### config.mk
export PLATFORM = sky130hd
export DESIGN_NAME = mem_arbiter
export DESIGN_NICKNAME = d
export VERILOG_FILES = /design/src/rtl/cpu_types_pkg.sv /design/src/rtl/arb_watchdog.sv /design/src/rtl/mem_arbiter.sv
export SDC_FILE = /design/constraint.sdc
export NUM_CORES = 1
export LEC_CHECK = 0
export BUFFER_PORTS_ARGS = -buffer_cell sky130_fd_sc_hd__buf_2
export CAP_MARGIN = 0
export CORE_AREA = 4 4 103 105
export CTS_CLUSTER_SIZE = 30
export DETAILED_ROUTE_END_ITERATION = 8
export DIE_AREA = 0 0 107 109
export GPL_TIMING_DRIVEN = 0
export PLACE_DENSITY = 0.63
export SLEW_MARGIN = 20
export SYNTH_ARGS = -nofsm -noshare
export SYNTH_HDL_FRONTEND = slang
export SYNTH_SLANG_ARGS = --single-unit
### constraint.sdc
create_clock -name CLK -period 1.75 [get_ports CLK]
set_input_delay 0.0875 -clock CLK [delete_from_list [all_inputs] [get_ports CLK]]
set_output_delay 0.0875 -clock CLK [all_outputs]
set_load 0.02 [all_outputs]
### src/rtl/cpu_types_pkg.sv
// Types and constants shared by the memory-side blocks of the processor.
package cpu_types_pkg;

  typedef enum logic [1:0] {
    StIdle   = 2'd0,
    StIGrant = 2'd1,
    StDGrant = 2'd2
  } arb_state_t;

  localparam logic [31:0] BAD_DATA = 32'hBAD1BAD1;

  // Data wins unless the instruction side has been passed over too many times.
  function automatic arb_state_t arb_select(input logic ireq, input logic dreq,
                                            input logic istarved);
    if (dreq && !(istarved && ireq)) return StDGrant;
    if (ireq) return StIGrant;
    return StIdle;
  endfunction

endpackage

### src/rtl/arb_watchdog.sv
// Stall counter for a granted RAM access; tc flags the last cycle before abort.
module arb_watchdog #(
  parameter int unsigned TIMEOUT = 255
) (
  input  logic clk,
  input  logic rst,
  input  logic clear,
  output logic tc
);
  localparam int unsigned CW = (TIMEOUT > 1) ? $clog2(TIMEOUT + 1) : 1;

  logic [CW-1:0] cnt_q, cnt_d;

  assign tc = (cnt_q == CW'(TIMEOUT - 1));

  always_comb begin
    cnt_d = cnt_q;
    if (clear) cnt_d = '0;
    else if (!tc) cnt_d = cnt_q + CW'(1);
  end

  always_ff @(posedge clk or posedge rst) begin
    if (rst) cnt_q <= '0;
    else     cnt_q <= cnt_d;
  end

endmodule

### src/rtl/mem_arbiter.sv
// Arbitrates instruction-fetch and data requests onto a single-ported RAM bus.
// Data has priority, a streak limit keeps instruction fetch moving, a watchdog aborts stuck accesses.
module mem_arbiter
  import cpu_types_pkg::*;
#(
  parameter int unsigned MAX_DSTREAK = 4,
  parameter int unsigned TIMEOUT     = 255
) (
  input  logic        CLK,
  input  logic        RST,
  input  logic        iREN,
  input  logic [31:0] iaddr,
  output logic [31:0] iload,
  output logic        iwait,
  input  logic        dREN,
  input  logic        dWEN,
  input  logic [31:0] daddr,
  input  logic [31:0] dstore,
  output logic [31:0] dload,
  output logic        dwait,
  output logic        ramREN,
  output logic        ramWEN,
  output logic [31:0] ramaddr,
  output logic [31:0] ramstore,
  input  logic [31:0] ramload,
  input  logic        ram_ready,
  output logic        err
);
  localparam int unsigned SW = ($clog2(MAX_DSTREAK + 1) > 3) ? $clog2(MAX_DSTREAK + 1) : 3;
  localparam logic [SW-1:0] STREAK_MAX = SW'(MAX_DSTREAK);

  arb_state_t    state_q, state_d, sel;
  logic [SW-1:0] dstreak_q, dstreak_d;
  logic          ireq, dreq, in_i, in_d, live_req, complete, timeout;
  logic          wd_tc, wd_clear;

  assign ireq     = iREN;
  assign dreq     = dREN | dWEN;
  assign in_i     = (state_q == StIGrant);
  assign in_d     = (state_q == StDGrant);
  assign live_req = (in_i & ireq) | (in_d & dreq);
  assign complete = live_req & ram_ready;
  // A flushed access is not an abort: the requester already walked away.
  assign timeout  = live_req & wd_tc & ~ram_ready;

  always_comb begin
    dstreak_d = dstreak_q;
    if (!ireq || (in_i && complete)) begin
      dstreak_d = '0;
    end else if (in_d && complete && (dstreak_q != STREAK_MAX)) begin
      dstreak_d = dstreak_q + SW'(1);
    end
  end

  // Arbitrate on the post-update streak so the starvation limit takes effect immediately.
  assign sel = arb_select(ireq, dreq, dstreak_d == STREAK_MAX);

  always_comb begin
    state_d = state_q;
    if (state_q == StIdle) begin
      state_d = sel;
    end else if (!live_req || timeout) begin
      state_d = StIdle;
    end else if (complete) begin
      state_d = sel;
    end
  end

  assign wd_clear = (state_q == StIdle) | ram_ready | (state_d != state_q);

  arb_watchdog #(
    .TIMEOUT(TIMEOUT)
  ) u_watchdog (
    .clk  (CLK),
    .rst  (RST),
    .clear(wd_clear),
    .tc   (wd_tc)
  );

  always_comb begin
    ramREN   = 1'b0;
    ramWEN   = 1'b0;
    ramaddr  = '0;
    ramstore = '0;
    iload    = '0;
    dload    = '0;
    case (state_q)
      StIGrant: begin
        ramREN  = iREN;
        ramaddr = iaddr;
        iload   = timeout ? BAD_DATA : ramload;
      end
      StDGrant: begin
        ramWEN   = dWEN;
        ramREN   = dREN & ~dWEN;
        ramaddr  = daddr;
        ramstore = dstore;
        dload    = timeout ? BAD_DATA : ramload;
      end
      default: ;
    endcase
  end

  assign iwait = ireq & ~(in_i & (complete | timeout));
  assign dwait = dreq & ~(in_d & (complete | timeout));
  assign err   = timeout;

  always_ff @(posedge CLK or posedge RST) begin
    if (RST) begin
      state_q   <= StIdle;
      dstreak_q <= '0;
    end else begin
      state_q   <= state_d;
      dstreak_q <= dstreak_d;
    end
  end

endmodule

# Word-level counts from Yosys, hierarchy flattened
# Cells that the tools add are included.
classes:
  add_sub_neg: 2
  eq_ne: 7
  muxes: 21
  n_bitwise: 19
  n_reduce_logical: 11
ops:
  columns: ["operator", "n"]
  rows:
  - ["32-bit 2-to-1 mux", 4]
  - ["32-bit one-hot mux with 2 select lines", 1]
  - ["8-bit 2-to-1 mux", 2]
  - ["2-bit 2-to-1 mux", 7]
  - ["1-bit bitwise AND", 10]
  - ["8-bit by 1-bit adder with 8-bit output, second input constant", 1]
  - ["8-bit equality test, second input constant", 1]
  - ["3-bit 2-to-1 mux", 2]
  - ["1-bit logical AND", 5]
  - ["1-bit bitwise OR", 5]
  - ["1-bit 2-to-1 mux", 4]
  - ["1-bit NOT", 4]
  - ["3-bit by 1-bit adder with 3-bit output, second input constant", 1]
  - ["3-bit equality test, second input constant", 1]
  - ["1-bit logical NOT", 3]
  - ["3-bit != test, second input constant", 1]
  - ["2-bit by 1-bit equality test with 1-bit output, second input constant", 1]
  - ["2-bit equality test, second input constant", 1]
  - ["2-bit logical NOT", 1]
  - ["1-bit logical OR", 2]
  - ["2-bit by 1-bit != test with 1-bit output, second input constant", 1]
  - ["2-bit != test", 1]
  - ["1-bit one-hot mux with 2 select lines", 1]
word_totals:
  regBits: 13
  inputBits: 134
  output_inout_bits: 133
  elab_cells: 63

# Longest topological paths before layout
logic_depth:
  word_depth: 22
  depth_mapped: 9
  ltp_nobuf: 7

# Hierarchy
# A second synthesis with hierarchy kept.
unflattened:
  hier_cells: 300
  hier_area_um2: 2225.9
modules_own_cells:
  columns: ["mod", "instances", "cells_each", "area_each_um2", "seq_area_each_um2"]
  rows:
  - ["mem_arbiter", 1, 249, 1727.9, 125.1]
  - ["arb_watchdog", 1, 51, 498.0, 200.2]

# Least setup slack after synthesis
# No wires, ideal clock.
synth_timing:
  path_type: "register to register"
  start: "reg state_q[0]"
  end: "reg state_q[1]"
  setup_time_ns: 0.067
  t_arrival_ns: 1.869
  t_required_ns: 1.683
  slack_ns: -0.187
  stages_incl_launch_ff: 9
  n_path_buf: 1
  synth_period_minus_slack_ns: 1.937
  cell_sequence: "dfrtp_1 > inv_1 > ha_1 > clkbuf_1 > nand2_1 > a211oi_2 > mux2_1 > a21oi_1 > a32o_1"
synth_via:
  elab_chain_cells: 17
  word_cells_on_any_way: 26
  cone_classes: "3 x eq/ne; 7 x mux; 6 x bitwise; 10 x reduce/logical"
synth_lines:
  columns: ["element", "line_no", "source"]
  rows:
  - ["start: declaration", "mem_arbiter.sv:32", "arb_state_t state_q, state_d, sel;"]
  - ["start signal: assignment", "mem_arbiter.sv:110", "state_q <= StIdle;"]
  - ["start signal: assignment", "mem_arbiter.sv:113", "state_q <= state_d;"]
  - ["2-bit by 1-bit equality test with 1-bit output or 2-bit equality test (tied branches)", "mem_arbiter.sv:39, mem_arbiter.sv:40", null]
  - ["1-bit bitwise AND", "mem_arbiter.sv:41", "assign live_req = (in_i & ireq) | (in_d & dreq);"]
  - ["1-bit bitwise OR", "mem_arbiter.sv:41", null]
  - ["1-bit bitwise AND", "mem_arbiter.sv:42", "assign complete = live_req & ram_ready;"]
  - ["1-bit logical AND (2 in series)", "mem_arbiter.sv:50", "end else if (in_d && complete && (dstreak_q != STREAK_MAX)) begin"]
  - ["3-bit 2-to-1 mux", "mem_arbiter.sv:50", null]
  - ["3-bit 2-to-1 mux", "mem_arbiter.sv:48", "if (!ireq || (in_i && complete)) begin"]
  - ["3-bit equality test", "mem_arbiter.sv:56", "assign sel = arb_select(ireq, dreq, dstreak_d == STREAK_MAX);"]
  - ["1-bit logical AND", "cpu_types_pkg.sv:15", "if (dreq && !(istarved && ireq)) return StDGrant;"]
  - ["1-bit logical NOT", "cpu_types_pkg.sv:15", null]
  - ["1-bit logical AND", "cpu_types_pkg.sv:15", null]
  - ["1-bit 2-to-1 mux", "cpu_types_pkg.sv:15", null]
  - ["2-bit 2-to-1 mux", "cpu_types_pkg.sv:16", "if (ireq) return StIGrant;"]
  - ["2-bit 2-to-1 mux", "mem_arbiter.sv:64", "end else if (complete) begin"]
  - ["2-bit 2-to-1 mux", "mem_arbiter.sv:62", "end else if (!live_req || timeout) begin"]
  - ["2-bit 2-to-1 mux (*)", "mem_arbiter.sv:60", "if (state_q == StIdle) begin"]
  - ["net state_d[1]", "mem_arbiter.sv:32", null]
# Mark *: on every way through the listed nets, which the timed path passes. The rest lies on a longest branch.
# A chain may end at the register's enable or synchronous reset.

# Final worst setup path
layout_timing:
  start: "reg u_watchdog.cnt_q[0]"
  end: "out iload[27]"
layout_via:
  elab_chain_cells: 5
layout_lines:
  columns: ["element", "line_no", "source"]
  rows:
  - ["start: declaration", "arb_watchdog.sv:12", "logic [CW-1:0] cnt_q, cnt_d;"]
  - ["start signal: assignment", "arb_watchdog.sv:24", "else cnt_q <= cnt_d;"]
  - ["8-bit equality test", "arb_watchdog.sv:14", "assign tc = (cnt_q == CW'(TIMEOUT - 1));"]
  - ["1-bit bitwise AND (2 in series)", "mem_arbiter.sv:44", "assign timeout = live_req & wd_tc & ~ram_ready;"]
  - ["32-bit 2-to-1 mux", "mem_arbiter.sv:91", "iload = timeout ? BAD_DATA : ramload;"]
  - ["32-bit 2-to-1 mux", "mem_arbiter.sv:87", "case (state_q)"]
  - ["end: declaration", "mem_arbiter.sv:13", "output logic [31:0] iload,"]
# Every way passes these cells.

==> out/metrics.yaml <==
outcome: "finished with violations"
violations: "negative setup slack"
dpl.hpwl_um: 12700
drc: 0
ys_types: 37
setup_slack_ns: -0.475
min_period_ns: 2.23
grt_pass1_wl_um: 22700
fin_crit_sh_pct: 127
io_pins: 267
drtPass1Iterations: 5
syn-num-nets: 427
clock_sinks: 13
total_power_w: 0.00763
critPathSlowestCell: "dfrtp_1"
fin_cells: 737
start_kind: "flip-flop"
grt-ovfl-total: 0
hold-worst-slack_ns: 0.160
clk_pin_slew_ns: 0.06
slew_viol_final: 0
first_iter_violations: 277
finalNetCount: 743
drive_gt1_share_pct: 83.0
core_area_um2: 9640
combPwrFrac_pct: 91.5
skew_ns: 0.00157
clkPwrFrac_pct: 3.5
gp_congestion: 0.889
critPathMostFrequentCell: "buf_6"
relSlewSlack_pct: 57.4
ant_nets: 0
antenna_found_initial: 12
start_util_pct: 21.9
switching_power_w: 0.00342
switching_share_pct: 44.8
dieArea_um2: 11700
cp_max_fo: 7
grt_pass1_vias: 3565
finalSetupViolCount: 142
syn-cell-area_um2: 2110
synth.ff_latch_count: 13
netlist_instances: 286
grt_max_degree: 14
vdd_drop_max_mv: 0.828
path_class: "flip-flop to output pin"
maxCapViolations: 0
root_buffer: "clkbuf_8"
wire_per_inst_um: 24.7
clock_path_buffers: 2
max_freq_mhz: 449
powerDensity_nw_per_um2: 1280
routed_wl_um: 18200
htreeDepth: 1
via_count: 3709
path_delay_family: "buffers and inverters"
die_x_um: 107
die_y_um: 109
tightestPinTransition_ns: 0.636
required_ns: 1.66
cts_made_buffers: 3
p_leak_nw: 2.83
cts_tree: "done"
track_usage_pct: 26.0
yosys_warnings: 0
cp_slowest_stage_delay_ns: 0.37
hp-class: "input port to flip-flop"
critPathCaptureType: "output pin"
seq_area_frac_synth_pct: 15.4
critPathArrivalTime_ns: 2.14
crit_chain: "inv_1, ha_2, nand4_2, or2_4, a211oi_4, buf_6, clkbuf_16, o21a_4, buf_6"
dp.cells: 685
vias_per_cell: 5.03
rows: 36
hold_viol: 0
path_buf_inv: 4
syn2layout_area_growth_pct: 181
seqPwrFrac_pct: 5.0
port_buffers: 266
rsz0062_at_grt: "yes"
avgSynthCellArea_um2: 7.38
intPower_w: 0.00421
insertion_delay_ns: 0.24
[state kept, by name (all words and copies together) (netlist names)]
name and flops:
state_q 2, dstreak_q 3, u_watchdog.cnt_q 8
[Yosys cell counts]
cell,n,area share [%]
a31oi_1,1,0.30
and2_1,63,19
o21a_1,36,13
nor2_1,13,2.3
a211oi_4,1,0.95
a2111oi_2,1,0.71
xor2_1,2,0.83
and4_1,1,0.41
buf_1,1,0.18
xnor2_1,2,0.83
mux2_1,1,0.53
a21boi_1,2,0.71
a21oi_1,4,0.95
o21ai_0,5,1.2
ha_1,7,4.1
nand3_1,7,1.7
nand2b_1,3,0.89
nor2b_1,34,10
buf_6,4,2.1
clkbuf_1,18,3.2
a22oi_1,32,11
inv_1,7,1.2
nand4_2,1,0.59
a211oi_1,2,0.71
buf_2,3,0.71
a21boi_0,1,0.36
a21o_1,1,0.36
o21ai_2,1,0.41
a211oi_2,1,0.59
o21ai_1,2,0.47
mux2i_1,2,0.95
and3_1,3,0.89
or2_1,1,0.30
dfrtp_1,13,15
a32o_1,1,0.47
nand2_1,8,1.4
nand4_1,1,0.30
[cell families after synthesis]
group,Yosys count,synth area share (%)
and+or+nand+nor,135,37.5
AOI/OAI and AO/OA,91,32.3
buffers and inverters,33,7.46
DFF,13,15.4
adders and majority gates,7,4.15
xor gates and xnor gates,4,1.66
muxes,3,1.48
[through the flow]
stage	utilization, %	setup slack, ns	cell area, um2	setup TNS (ns)
final	61.7	-0.475	5940	-35.21
after global routing	61.6	-0.572	5940	-45.68
after CTS	53.4	-0.518	5150	-45.77
after detailed placement	39.3	-0.663	3790	-51.79
after global placement	39.3	-0.683	3790	-48.83
after floorplan	-	-0.113	2290	-5.21
[worst register-to-register path, delay by kind of cell (launching register included)]
family	cells	cell delay [ns]
AOI/OAI and AO/OA	3	0.63
muxes	1	0.30
and+or+nand+nor	1	0.11
DFF	1	0.45
buffers and inverters	1	0.09
adders and majority gates	1	0.16
[layer usage]
| layer | part of all wire [%] | global-route usage, % | wire length [um] | vias to the layer above |
|---|---|---|---|---|
| li1 | - | - | - | 1627 |
| met1 | 38 | 34.0 | 6970 | 1760 |
| met2 | 45 | 39.5 | 8180 | 260 |
| met3 | 15 | 14.3 | 2740 | 42 |
| met4 | 1.1 | 2.01 | 201 | 20 |
| met5 | 0.65 | 0 | 118 | - |
[final cells by class]
type,instances,area (um2)
Fill cell,781,3700
Antenna cell,3,7.51
Sequential cell,13,327
Multi-Input combinational cell,240,2340
Tap cell,133,166
Clock inverter,1,5.00
Clock buffer,3,41.3
Buffer,23,383
Timing Repair Buffer,314,2640
Inverter,7,28.8
[layout by cell type, fill, tap and decap left out, types with 6 or more instances in the layout]
cell,Yosys,layout
nor2_1,13,13
buf_4,0,45
buf_2,3,137
a22oi_2,0,32
dfrtp_1,13,12
nand3_1,7,7
buf_8,0,16
buf_6,4,116
nor2b_1,34,32
clkbuf_16,0,13
clkbuf_8,0,6
and2_4,0,63
o21a_4,0,34
[repair_timing]
item | 4_1_cts | 5_1_grt
gates resized for setup | 298 | 185
buffers inserted | 25 | 15
hold buffers | 1 | 0
pin swaps | 13 | 44
endpoints found under the hold margin | 13 | 0
gates cloned | 7 | 7
endpoints found under the setup margin | 145 | 144
[path summary, 6_finish.rpt]
kind / cells past startpoint / startpoint / slack, ns / end
worst max-delay path: 9 / u_watchdog.cnt_q[0] / -0.48 / iload[27]
worst min-delay path: 3 / iREN / 0.16 / dstreak_q[1]
worst max register to register: 7 / state_q[1] / -0.11 / state_q[1]
worst min register to register: 1 / u_watchdog.cnt_q[5] / 0.54 / u_watchdog.cnt_q[5]
max in group asynchronous: 3 / RST / 0.95 / state_q[1]
min in group asynchronous: 3 / RST / 0.42 / u_watchdog.cnt_q[7]
[power groups by stage]
| stage | registers [W] | logic [W] | clock network [W] |
|---|---|---|---|
| detailed placement | 0.000382 | 0.00385 | 0 |
| finish | 0.000379 | 0.00698 | 0.000270 |
| CTS | 0.000364 | 0.00600 | 0.000278 |
| floorplan | 0.000374 | 0.00246 | 0 |
| global route | 0.000386 | 0.00725 | 0.000293 |
| global placement | 0.000381 | 0.00381 | 0 |
Note: power is estimated with default switching activity, not from simulation.
